`src/rtl/sd_path_arbiter.sv`:
```
// sd_path_arbiter: shares the core's SPI SD master between the physical card and the VHD-backed sd_card,
// switching only at transaction boundaries. Define SD_ARB_MOUNT_RESET_EN for the reset-after-mount pulse.
module sd_path_arbiter #(
   parameter int IDLE_CYCLES    = 16,
   parameter int SWITCH_TIMEOUT = 1000000,
   parameter int DRAIN_CYCLES   = 8,
   parameter int ACT_HOLD       = 1000000
) (
   input  logic clk_sys,
   input  logic reset,
   input  logic img_mounted,
   input  logic img_nz,
   input  logic rst_on_mount,
   input  logic core_sck,
   input  logic core_mosi,
   input  logic core_ss,
   output logic core_miso,
   output logic vsd_sck,
   output logic vsd_mosi,
   output logic vsd_ss,
   input  logic vsd_miso,
   output logic SD_SCK,
   output logic SD_MOSI,
   output logic SD_CS,
   input  logic SD_MISO,
   output logic vsd_sel,
   output logic sw_pending,
   output logic sw_forced,
   output logic sd_act,
   output logic reset_req
);

   localparam int IW = $clog2(IDLE_CYCLES + 1);
   localparam int TW = $clog2(SWITCH_TIMEOUT + 1);
   localparam int DW = $clog2(DRAIN_CYCLES + 1);
   localparam int AW = $clog2(ACT_HOLD + 1);
   localparam logic [IW-1:0] IDLE_LAST  = IW'(IDLE_CYCLES - 1);
   localparam logic [TW-1:0] TO_LAST    = TW'(SWITCH_TIMEOUT - 1);
   localparam logic [DW-1:0] DRAIN_LAST = DW'(DRAIN_CYCLES - 1);
   localparam logic [AW-1:0] ACT_MAX    = AW'(ACT_HOLD);

   typedef enum logic [1:0] {PHYS, VIRT, DRAIN} state_t;

   state_t        state, state_nxt;
   logic          target;
   logic [IW-1:0] idle_cnt;
   logic [TW-1:0] to_cnt;
   logic [DW-1:0] drain_cnt;
   logic [AW-1:0] act_cnt;
   logic          mosi_q, miso_q;
   logic          idle_hit, to_hit, drain_go, commit, same_tgt;

   assign idle_hit = sw_pending && (state != DRAIN) && core_ss && (idle_cnt == IDLE_LAST);
   assign to_hit   = sw_pending && (state != DRAIN) && (to_cnt == TO_LAST);
   assign drain_go = idle_hit || to_hit;
   assign commit   = (state == DRAIN) && (drain_cnt == DRAIN_LAST);
   assign same_tgt = img_mounted && (img_nz == vsd_sel);

   always_ff @(posedge clk_sys) begin
      if (reset) state <= PHYS;
      else       state <= state_nxt;
   end

   always_comb begin
      state_nxt = state;
      unique case (state)
         PHYS, VIRT: if (drain_go) state_nxt = DRAIN;
         DRAIN:      if (commit)   state_nxt = target ? VIRT : PHYS;
         default:    state_nxt = PHYS;
      endcase
   end

   always_comb begin
      // NOTE: every output gets a default first so no path through the case can infer a latch.
      SD_SCK    = 1'b0;
      SD_MOSI   = 1'b0;
      SD_CS     = 1'b1;
      vsd_sck   = 1'b0;
      vsd_mosi  = 1'b0;
      vsd_ss    = 1'b1;
      core_miso = 1'b1;
      unique case (state)
         PHYS: begin
            SD_SCK    = core_sck;
            SD_MOSI   = core_mosi;
            SD_CS     = core_ss;
            core_miso = SD_MISO;
         end
         VIRT: begin
            vsd_sck   = core_sck;
            vsd_mosi  = core_mosi;
            vsd_ss    = core_ss;
            core_miso = vsd_miso;
         end
         default: ;
      endcase
   end

   // Request tracking: a mount pulse always applies its rule to sw_pending, even mid-drain.
   always_ff @(posedge clk_sys) begin
      if (reset) begin
         vsd_sel    <= 1'b0;
         target     <= 1'b0;
         sw_pending <= 1'b0;
         sw_forced  <= 1'b0;
         idle_cnt   <= '0;
         to_cnt     <= '0;
         drain_cnt  <= '0;
      end else begin
         sw_forced <= to_hit && !idle_hit;
         drain_cnt <= (state == DRAIN && !commit) ? drain_cnt + 1'b1 : '0;
         if (img_mounted) target <= img_nz;

         if (commit) begin
            vsd_sel    <= target;
            sw_pending <= img_mounted && (img_nz != target);
         end else if (img_mounted) begin
            sw_pending <= !same_tgt;
         end

         if (commit || state == DRAIN || drain_go || same_tgt || !sw_pending) begin
            idle_cnt <= '0;
            to_cnt   <= '0;
         end else begin
            to_cnt   <= to_cnt + 1'b1;
            idle_cnt <= core_ss ? idle_cnt + 1'b1 : '0;
         end
      end
   end

   // NOTE: the edge-detect samplers are deliberately not reset, so reset itself never looks like bus activity.
   always_ff @(posedge clk_sys) begin
      mosi_q <= core_mosi;
      miso_q <= core_miso;
   end

   always_ff @(posedge clk_sys) begin
      if (reset)                                            act_cnt <= ACT_MAX;
      else if ((core_mosi != mosi_q) || (core_miso != miso_q)) act_cnt <= '0;
      else if (act_cnt != ACT_MAX)                           act_cnt <= act_cnt + 1'b1;
   end

   assign sd_act = (act_cnt < ACT_MAX);

`ifdef SD_ARB_MOUNT_RESET_EN
   always_ff @(posedge clk_sys) begin
      if (reset) reset_req <= 1'b0;
      else       reset_req <= commit && rst_on_mount && (target != vsd_sel);
   end
`else
   logic unused_rst_on_mount;
   assign unused_rst_on_mount = rst_on_mount;
   assign reset_req = 1'b0;
`endif

endmodule

```
`config.mk`:
```
export PLATFORM = sky130hd
export DESIGN_NAME = sd_path_arbiter
export DESIGN_NICKNAME = d
export VERILOG_FILES = /design/src/rtl/sd_path_arbiter.sv
export SDC_FILE = /design/constraint.sdc
export NUM_CORES = 1
export LEC_CHECK = 0
export CAP_MARGIN = 10
export CORE_MARGIN = 1.5
export CORE_UTILIZATION = 45
export CTS_BUF_LIST = sky130_fd_sc_hd__clkbuf_16
export CTS_CLUSTER_DIAMETER = 80
export DETAILED_ROUTE_END_ITERATION = 16
export SKIP_CTS_REPAIR_TIMING = 1
export SLEW_MARGIN = 30
export SYNTH_ARGS = -nofsm -noshare
export SYNTH_HDL_FRONTEND = slang
export SYNTH_SLANG_ARGS = --single-unit
```
`constraint.sdc`:
```
create_clock -name clk_sys -period 2.1 [get_ports clk_sys]
set_input_delay 0.21 -clock clk_sys [delete_from_list [all_inputs] [get_ports clk_sys]]
set_output_delay 0.21 -clock clk_sys [all_outputs]
set_load 0.01 [all_outputs]
```
==> flow_summary.json, run 1 <==
{
  "clk-insertion-delay-late_ns": 0.32,
  "fin_crit_sh": 0.924,
  "h-tree-depth": 3,
  "critPathRequiredTime_ns": 1.89,
  "area_growth_pct": 22.8,
  "use_met2": 0.272,
  "num_io_pins": 22,
  "grt_max_degree": 21,
  "cp.arrival_ns": 1.73,
  "power_uw": 2560,
  "cts_sinks": 57,
  "synthArstFlopShare": 0,
  "synth_edf_count": 0,
  "dp_hpwl_mm": 3.23,
  "rows": 27,
  "first_pass_iters": 6,
  "clk_pin_slew_ns": 0.05,
  "slew_viol_final": 0,
  "timing.final.ws_setup_ns": 0.161,
  "cp_max_fo": 7,
  "start_util": 0.467,
  "max_cap_violations": 0,
  "multi_input_area_um2": 1370,
  "setup_viol": 0,
  "drive_gt1_frac": 0.0743,
  "drtAntennaViolNets": 0,
  "fmax_ghz": 0.516,
  "critPathKind": "flip-flop to output port",
  "fp.dieW_um": 78.6,
  "power.density_nw_per_um2": 812,
  "port_buffers": 19,
  "rsz0062_at_grt": "false",
  "grt_pass1_wl_mm": 8.63,
  "wl_per_cell_um": 12.0,
  "synth-seq-cells": 57,
  "ff_latch_area_um2": 1140,
  "critPathLaunchType": "flip-flop",
  "cts_tree": "done",
  "grt_overflow": 0,
  "antenna_found_initial": 0,
  "maxSlewHeadroom": 0.582,
  "skew_ns": 0.00456,
  "dieArea_um2": 6180,
  "period_minus_slack_ns": 1.94,
  "hold_viol": 0,
  "critical_path.cell_chain": "nor2b_1, and2_1, clkdlybuf4s50_1",
  "syn_nets": 306,
  "core_area_um2": 5510,
  "fill_cells": 505,
  "drtIter0Drc": 113,
  "cts-root-buf": "clkbuf_16",
  "fin_util": 0.574,
  "syn-cell-area_um2": 2570,
  "finalWeightedCongestion": 0.756,
  "diodes": 0,
  "ys_seq_area_frac": 0.443,
  "synth_cell_types": 43,
  "crit_path_top_delay_cell": "clkdlybuf4s50_1",
  "vias": 2021,
  "status": "finished, final reports clean",
  "synthFlopType": "dfxtp_1",
  "cpPeakStageDelay_ns": 0.53,
  "grt_use_met1": 0.227,
  "leakage_uw": 0.00112,
  "endpoint_kind": "output port",
  "pre_cts_slack_ns": 0.0976,
  "fin_nets": 334,
  "worst_slew_pin_slew_ns": 0.622,
  "clk_path_buf_depth": 2,
  "die_h_um": 78.6,
  "synth.avg_cell_area_um2": 8.87,
  "grt_pass1_vias": 1955,
  "use_met3": 0.0593,
  "ir_worst_vdd_mv": 0.575,
  "track_usage": 0.178,
  "ys_warn_count": 0,
  "holdWs_ns": 0.443,
  "top_usage_layer": "met2",
  "via_per_inst": 5.12,
  "min_path_type": "flip-flop to flip-flop",
  "drc_errors": 0,
  "syn_inst": 290,
  "routed_wl_mm": 4.74,
  "numCtsBuffers": 9
}
[per-layer routing]
metal  wire, um  share of wire
met4         34         0.0072
met1       2360           0.50
met2       2150           0.45
met5          0              0
met3        199          0.042
[worst paths after layout]
kind | cells after the start | slack (ns) | from | to
hold / removal | 1 | 0.44 | idle_cnt[0]$_SDFF_PP0_ | idle_cnt[0]$_SDFF_PP0_
setup reg to reg | 6 | 0.20 | to_cnt[1]$_SDFF_PP0_ | state[0]$_SDFFE_PP0P_
setup / recovery | 3 | 0.16 | state[0]$_SDFFE_PP0P_ | vsd_sck
hold reg to reg | 1 | 0.44 | idle_cnt[0]$_SDFF_PP0_ | idle_cnt[0]$_SDFF_PP0_
[area by class of cell]
class,instances,area share
clock inverters,7,0.0170
clock buffers,9,0.0713
inverters,8,0.00950
flip-flops and latches,57,0.361
well taps,72,0.0285
repair buffers,25,0.0792
multi-input cells,217,0.433
[synth_stat cells (2+ instances only)]
library cell | n | area share
and3_1 | 8 | 0.019
nand3_1 | 24 | 0.047
ha_1 | 6 | 0.029
nor4_1 | 4 | 0.0097
xnor2_1 | 17 | 0.058
a21oi_1 | 3 | 0.0058
buf_4 | 2 | 0.0058
xor2_1 | 27 | 0.092
nor3_1 | 5 | 0.0097
and2_1 | 2 | 0.0049
nand2b_1 | 3 | 0.0073
nand3b_1 | 2 | 0.0058
clkbuf_1 | 4 | 0.0058
dfxtp_1 | 57 | 0.44
nand4_1 | 5 | 0.012
o21ai_0 | 2 | 0.0039
and3_2 | 2 | 0.0058
inv_1 | 8 | 0.012
nor3b_1 | 3 | 0.0087
nor2_1 | 55 | 0.080
or3_1 | 3 | 0.0073
o21bai_1 | 7 | 0.020
nand2_1 | 14 | 0.020
nor2b_1 | 3 | 0.0073
mux2i_1 | 3 | 0.012
and4_1 | 4 | 0.014
[critical path: cells and delay by family (launching register included)]
kind / cells / cell delay [ns]
buffers and inverters: 1 / 0.53
flip-flops: 1 / 0.43
AND/OR/NAND/NOR: 2 / 0.46
[registers in the layout (all words and copies together), names as in the netlist]
| name | flops |
|---|---|
| target | 1 |
| vsd_sel | 1 |
| miso_q | 1 |
| sw_forced | 1 |
| state | 2 |
| act_cnt | 20 |
| idle_cnt | 5 |
| drain_cnt | 4 |
| mosi_q | 1 |
| sw_pending | 1 |
| to_cnt | 20 |
[cell families after synthesis]
| kind of cell | count (synthesis) | share of synthesized area |
|---|---|---|
| flops | 57 | 0.443 |
| fa+ha+maj | 6 | 0.0292 |
| other cells | 1 | 0.00146 |
| simple gates | 145 | 0.285 |
| buf+inv | 16 | 0.0272 |
| compound gates | 18 | 0.0525 |
| mux | 3 | 0.0117 |
| xor+xnor | 44 | 0.150 |
[per-stage QoR]
step | cells | TNS, ns | instance area [um2]
final | 395 | 0 | 3160
after global routing | 395 | 0 | 3160
after CTS | 395 | -0.0660 | 3150
after detailed placement | 379 | 0 | 2870
after global placement | 379 | 0 | 2870
after floorplan | 290 | 0 | 2570
[layout by cell type (no fill, tap or decap), drive strengths merged, types with 3 or more instances in the layout]
| cell | n |
|---|---|
| nor2b | 3 |
| nand2b | 3 |
| dfxtp | 57 |
| and4 | 4 |
| nand2 | 15 |
| clkinv | 4 |
| clkdlybuf4s50 | 18 |
| and3 | 10 |
| xnor2 | 17 |
| nor3b | 3 |
| or3 | 3 |
| a21oi | 3 |
| nand4 | 5 |
| nor2 | 55 |
| nor3 | 5 |
| and2 | 3 |
| nand3 | 25 |
| nor4 | 4 |
| xor2 | 27 |
| mux2i | 3 |
| inv | 10 |
| clkbuf | 9 |
| ha | 6 |
| o21bai | 7 |
| buf | 6 |
[power by group]
group          internal [uW]  switching, uW
logic                   53.9           46.5
clock network            891            455
registers               1100           16.6
total                   2050            518
Note: power is estimated with default switching activity, not from simulation.
==> inputs of run 2 (changes only) <==
- SKIP_LAST_GASP: unset -> 1
==> results of run 2 <==
Same layout as run 1: the final DEF is identical, and so are final timing and power.
==> inputs of run 3 (changes only) <==
- CAP_MARGIN: 10 -> 25
- PLACE_DENSITY: unset -> 0.74
==> run 3 against run 2 <==
Effect of this change:
- first-iteration DRC count is 0.88% higher
- global-route usage is 0.34 points lower
- die area stayed put
- power is 6.3% lower
- combinational power hardly changed
- non-clock buffer count is 2 lower
- worst setup slack worse by 0.077 ns
- critical path depth is 3 higher
- worst hold slack worse by 0.0019 ns
- clock-buffer cell count stayed put
- flip-flop and latch count stayed put
- maximum frequency is 3.8% lower
- critical path type is now flip-flop to flip-flop
- largest power group unchanged
==> flow_summary.json, run 3 (synthesis gave the netlist of run 1 again) <==
{
  "track_usage": 0.175,
  "core_area_um2": 5510,
  "drtIter0Drc": 114,
  "critPathLaunchType": "flip-flop",
  "fin_crit_sh": 0.960,
  "ir_worst_vdd_mv": 0.549,
  "crit_family": "simple AND/OR/NAND/NOR gates",
  "grt_pass1_vias": 1862,
  "clkPwrFrac": 0.494,
  "reg_top3": "act_cnt x20, to_cnt x20, idle_cnt x5",
  "antenna_found_initial": 0,
  "hold_viol": 0,
  "critPathRequiredTime_ns": 2.30,
  "holdWs_ns": 0.442,
  "first_pass_iters": 4,
  "routed_wl_mm": 4.69,
  "crit_path_top_delay_cell": "or3_1",
  "numCtsBuffers": 9,
  "grt_pass1_wl_mm": 8.24,
  "p_sw_uw": 494,
  "worst_slew_pin_slew_ns": 0.546,
  "pre_cts_slack_ns": 0.0929,
  "rsz0062_at_grt": "true",
  "via_per_inst": 5.10,
  "start_util": 0.467,
  "cts_tree": "done",
  "fp.dieW_um": 78.6,
  "rows": 27,
  "power.density_nw_per_um2": 774,
  "die_h_um": 78.6,
  "p_int_uw": 1910,
  "drc_errors": 0,
  "grt_overflow": 0,
  "endpoint_kind": "flip-flop",
  "period_minus_slack_ns": 2.02,
  "wl_per_cell_um": 12.0,
  "status": "finished, final reports clean",
  "clk_pin_slew_ns": 0.05,
  "mostFrequentLayoutCells": "57 x dfxtp_1, 55 x nor2_1, 27 x xor2_1, 24 x nand3_1, 18 x clkdlybuf4s50_1",
  "cts_sinks": 57,
  "critPathKind": "flip-flop to flip-flop",
  "setup_viol": 0,
  "cpPeakStageDelay_ns": 0.50,
  "port_buffers": 19,
  "dieArea_um2": 6180,
  "h-tree-depth": 3,
  "finalWeightedCongestion": 0.757,
  "cp.arrival_ns": 2.21,
  "seqPwrFrac": 0.465,
  "critical_path.cell_chain": "ha_1, nand3_1, or2_1, or3_1, a221oi_1, nor3_1",
  "skew_ns": 0.00549,
  "power_uw": 2400,
  "slew_viol_final": 0,
  "combPwrFrac": 0.041,
  "clk_path_buf_depth": 2,
  "grt_max_degree": 21,
  "cp_max_fo": 6,
  "drive_gt1_frac": 0.0629,
  "fin_nets": 332,
  "clk-insertion-delay-late_ns": 0.32,
  "sw_frac_of_total": 0.206,
  "fmax_ghz": 0.496,
  "diodes": 0,
  "leakage_uw": 0.00109,
  "path_buf_inv": 0,
  "vias": 1988,
  "drtAntennaViolNets": 0,
  "timing.final.ws_setup_ns": 0.0835,
  "cts-root-buf": "clkbuf_16",
  "min_path_type": "flip-flop to flip-flop",
  "dp_hpwl_mm": 3.19,
  "maxSlewHeadroom": 0.632,
  "area_growth_pct": 20.7,
  "mostFrequentLayoutCell": "dfxtp_1",
  "num_io_pins": 22,
  "max_cap_violations": 0
}
[run 3: power by group through the flow]
stage | Sequential [uW] | Clock (uW) | Combinational, uW
2_1_floorplan | 1140 | 0 | 57.6
3_3_place_gp | 1140 | 0 | 95.6
3_5_place_dp | 1140 | 0 | 97.4
4_1_cts | 1120 | 1230 | 98.4
5_1_grt | 1120 | 1280 | 107
6_report | 1120 | 1190 | 97.4
[run 3: final timing paths]
check	slack, ns	cells after the start	from	to
worst max register to register	0.08	6	to_cnt[1]$_SDFF_PP0_	state[0]$_SDFFE_PP0P_
worst min register to register	0.44	1	idle_cnt[0]$_SDFF_PP0_	idle_cnt[0]$_SDFF_PP0_
worst max-delay path	0.08	6	to_cnt[1]$_SDFF_PP0_	state[0]$_SDFFE_PP0P_
worst min-delay path	0.44	1	idle_cnt[0]$_SDFF_PP0_	idle_cnt[0]$_SDFF_PP0_
[run 3: final cells by class]
class / count / area, um2
timing repair buffer: 23 / 223
fill: 494 / 2400
clock buffer: 9 / 225
tap: 72 / 90.1
inverter: 8 / 30.0
multi-input combinational: 217 / 1380
sequential: 57 / 1140
clock inverter: 4 / 15.0
[run 3: metal layers]
metal	share of wire	routed length, um	vias to the layer above	GRT usage
met5	0	0	-	0
met4	0.012	56	0	0.0786
met3	0.042	199	5	0.0779
met2	0.49	2290	27	0.280
met1	0.46	2140	923	0.199
li1	-	-	1033	-
[run 3: worst register-to-register path, cell delays in order (launching register included)]
cell	delay, ns
dfxtp_1	0.39
ha_1	0.26
nand3_1	0.10
or2_1	0.24
or3_1	0.50
a221oi_1	0.33
nor3_1	0.08
[run 3: per-stage QoR]
stage                     TNS [ns]  std cells  instance area [um2]   util
after global routing       -0.0115        390                 3110  0.564
final                            0        390                 3110  0.564
after floorplan                  0        290                 2570      -
after global placement           0        377                 2840  0.516
after detailed placement         0        377                 2840  0.516
after CTS                  -0.0323        390                 3080  0.560
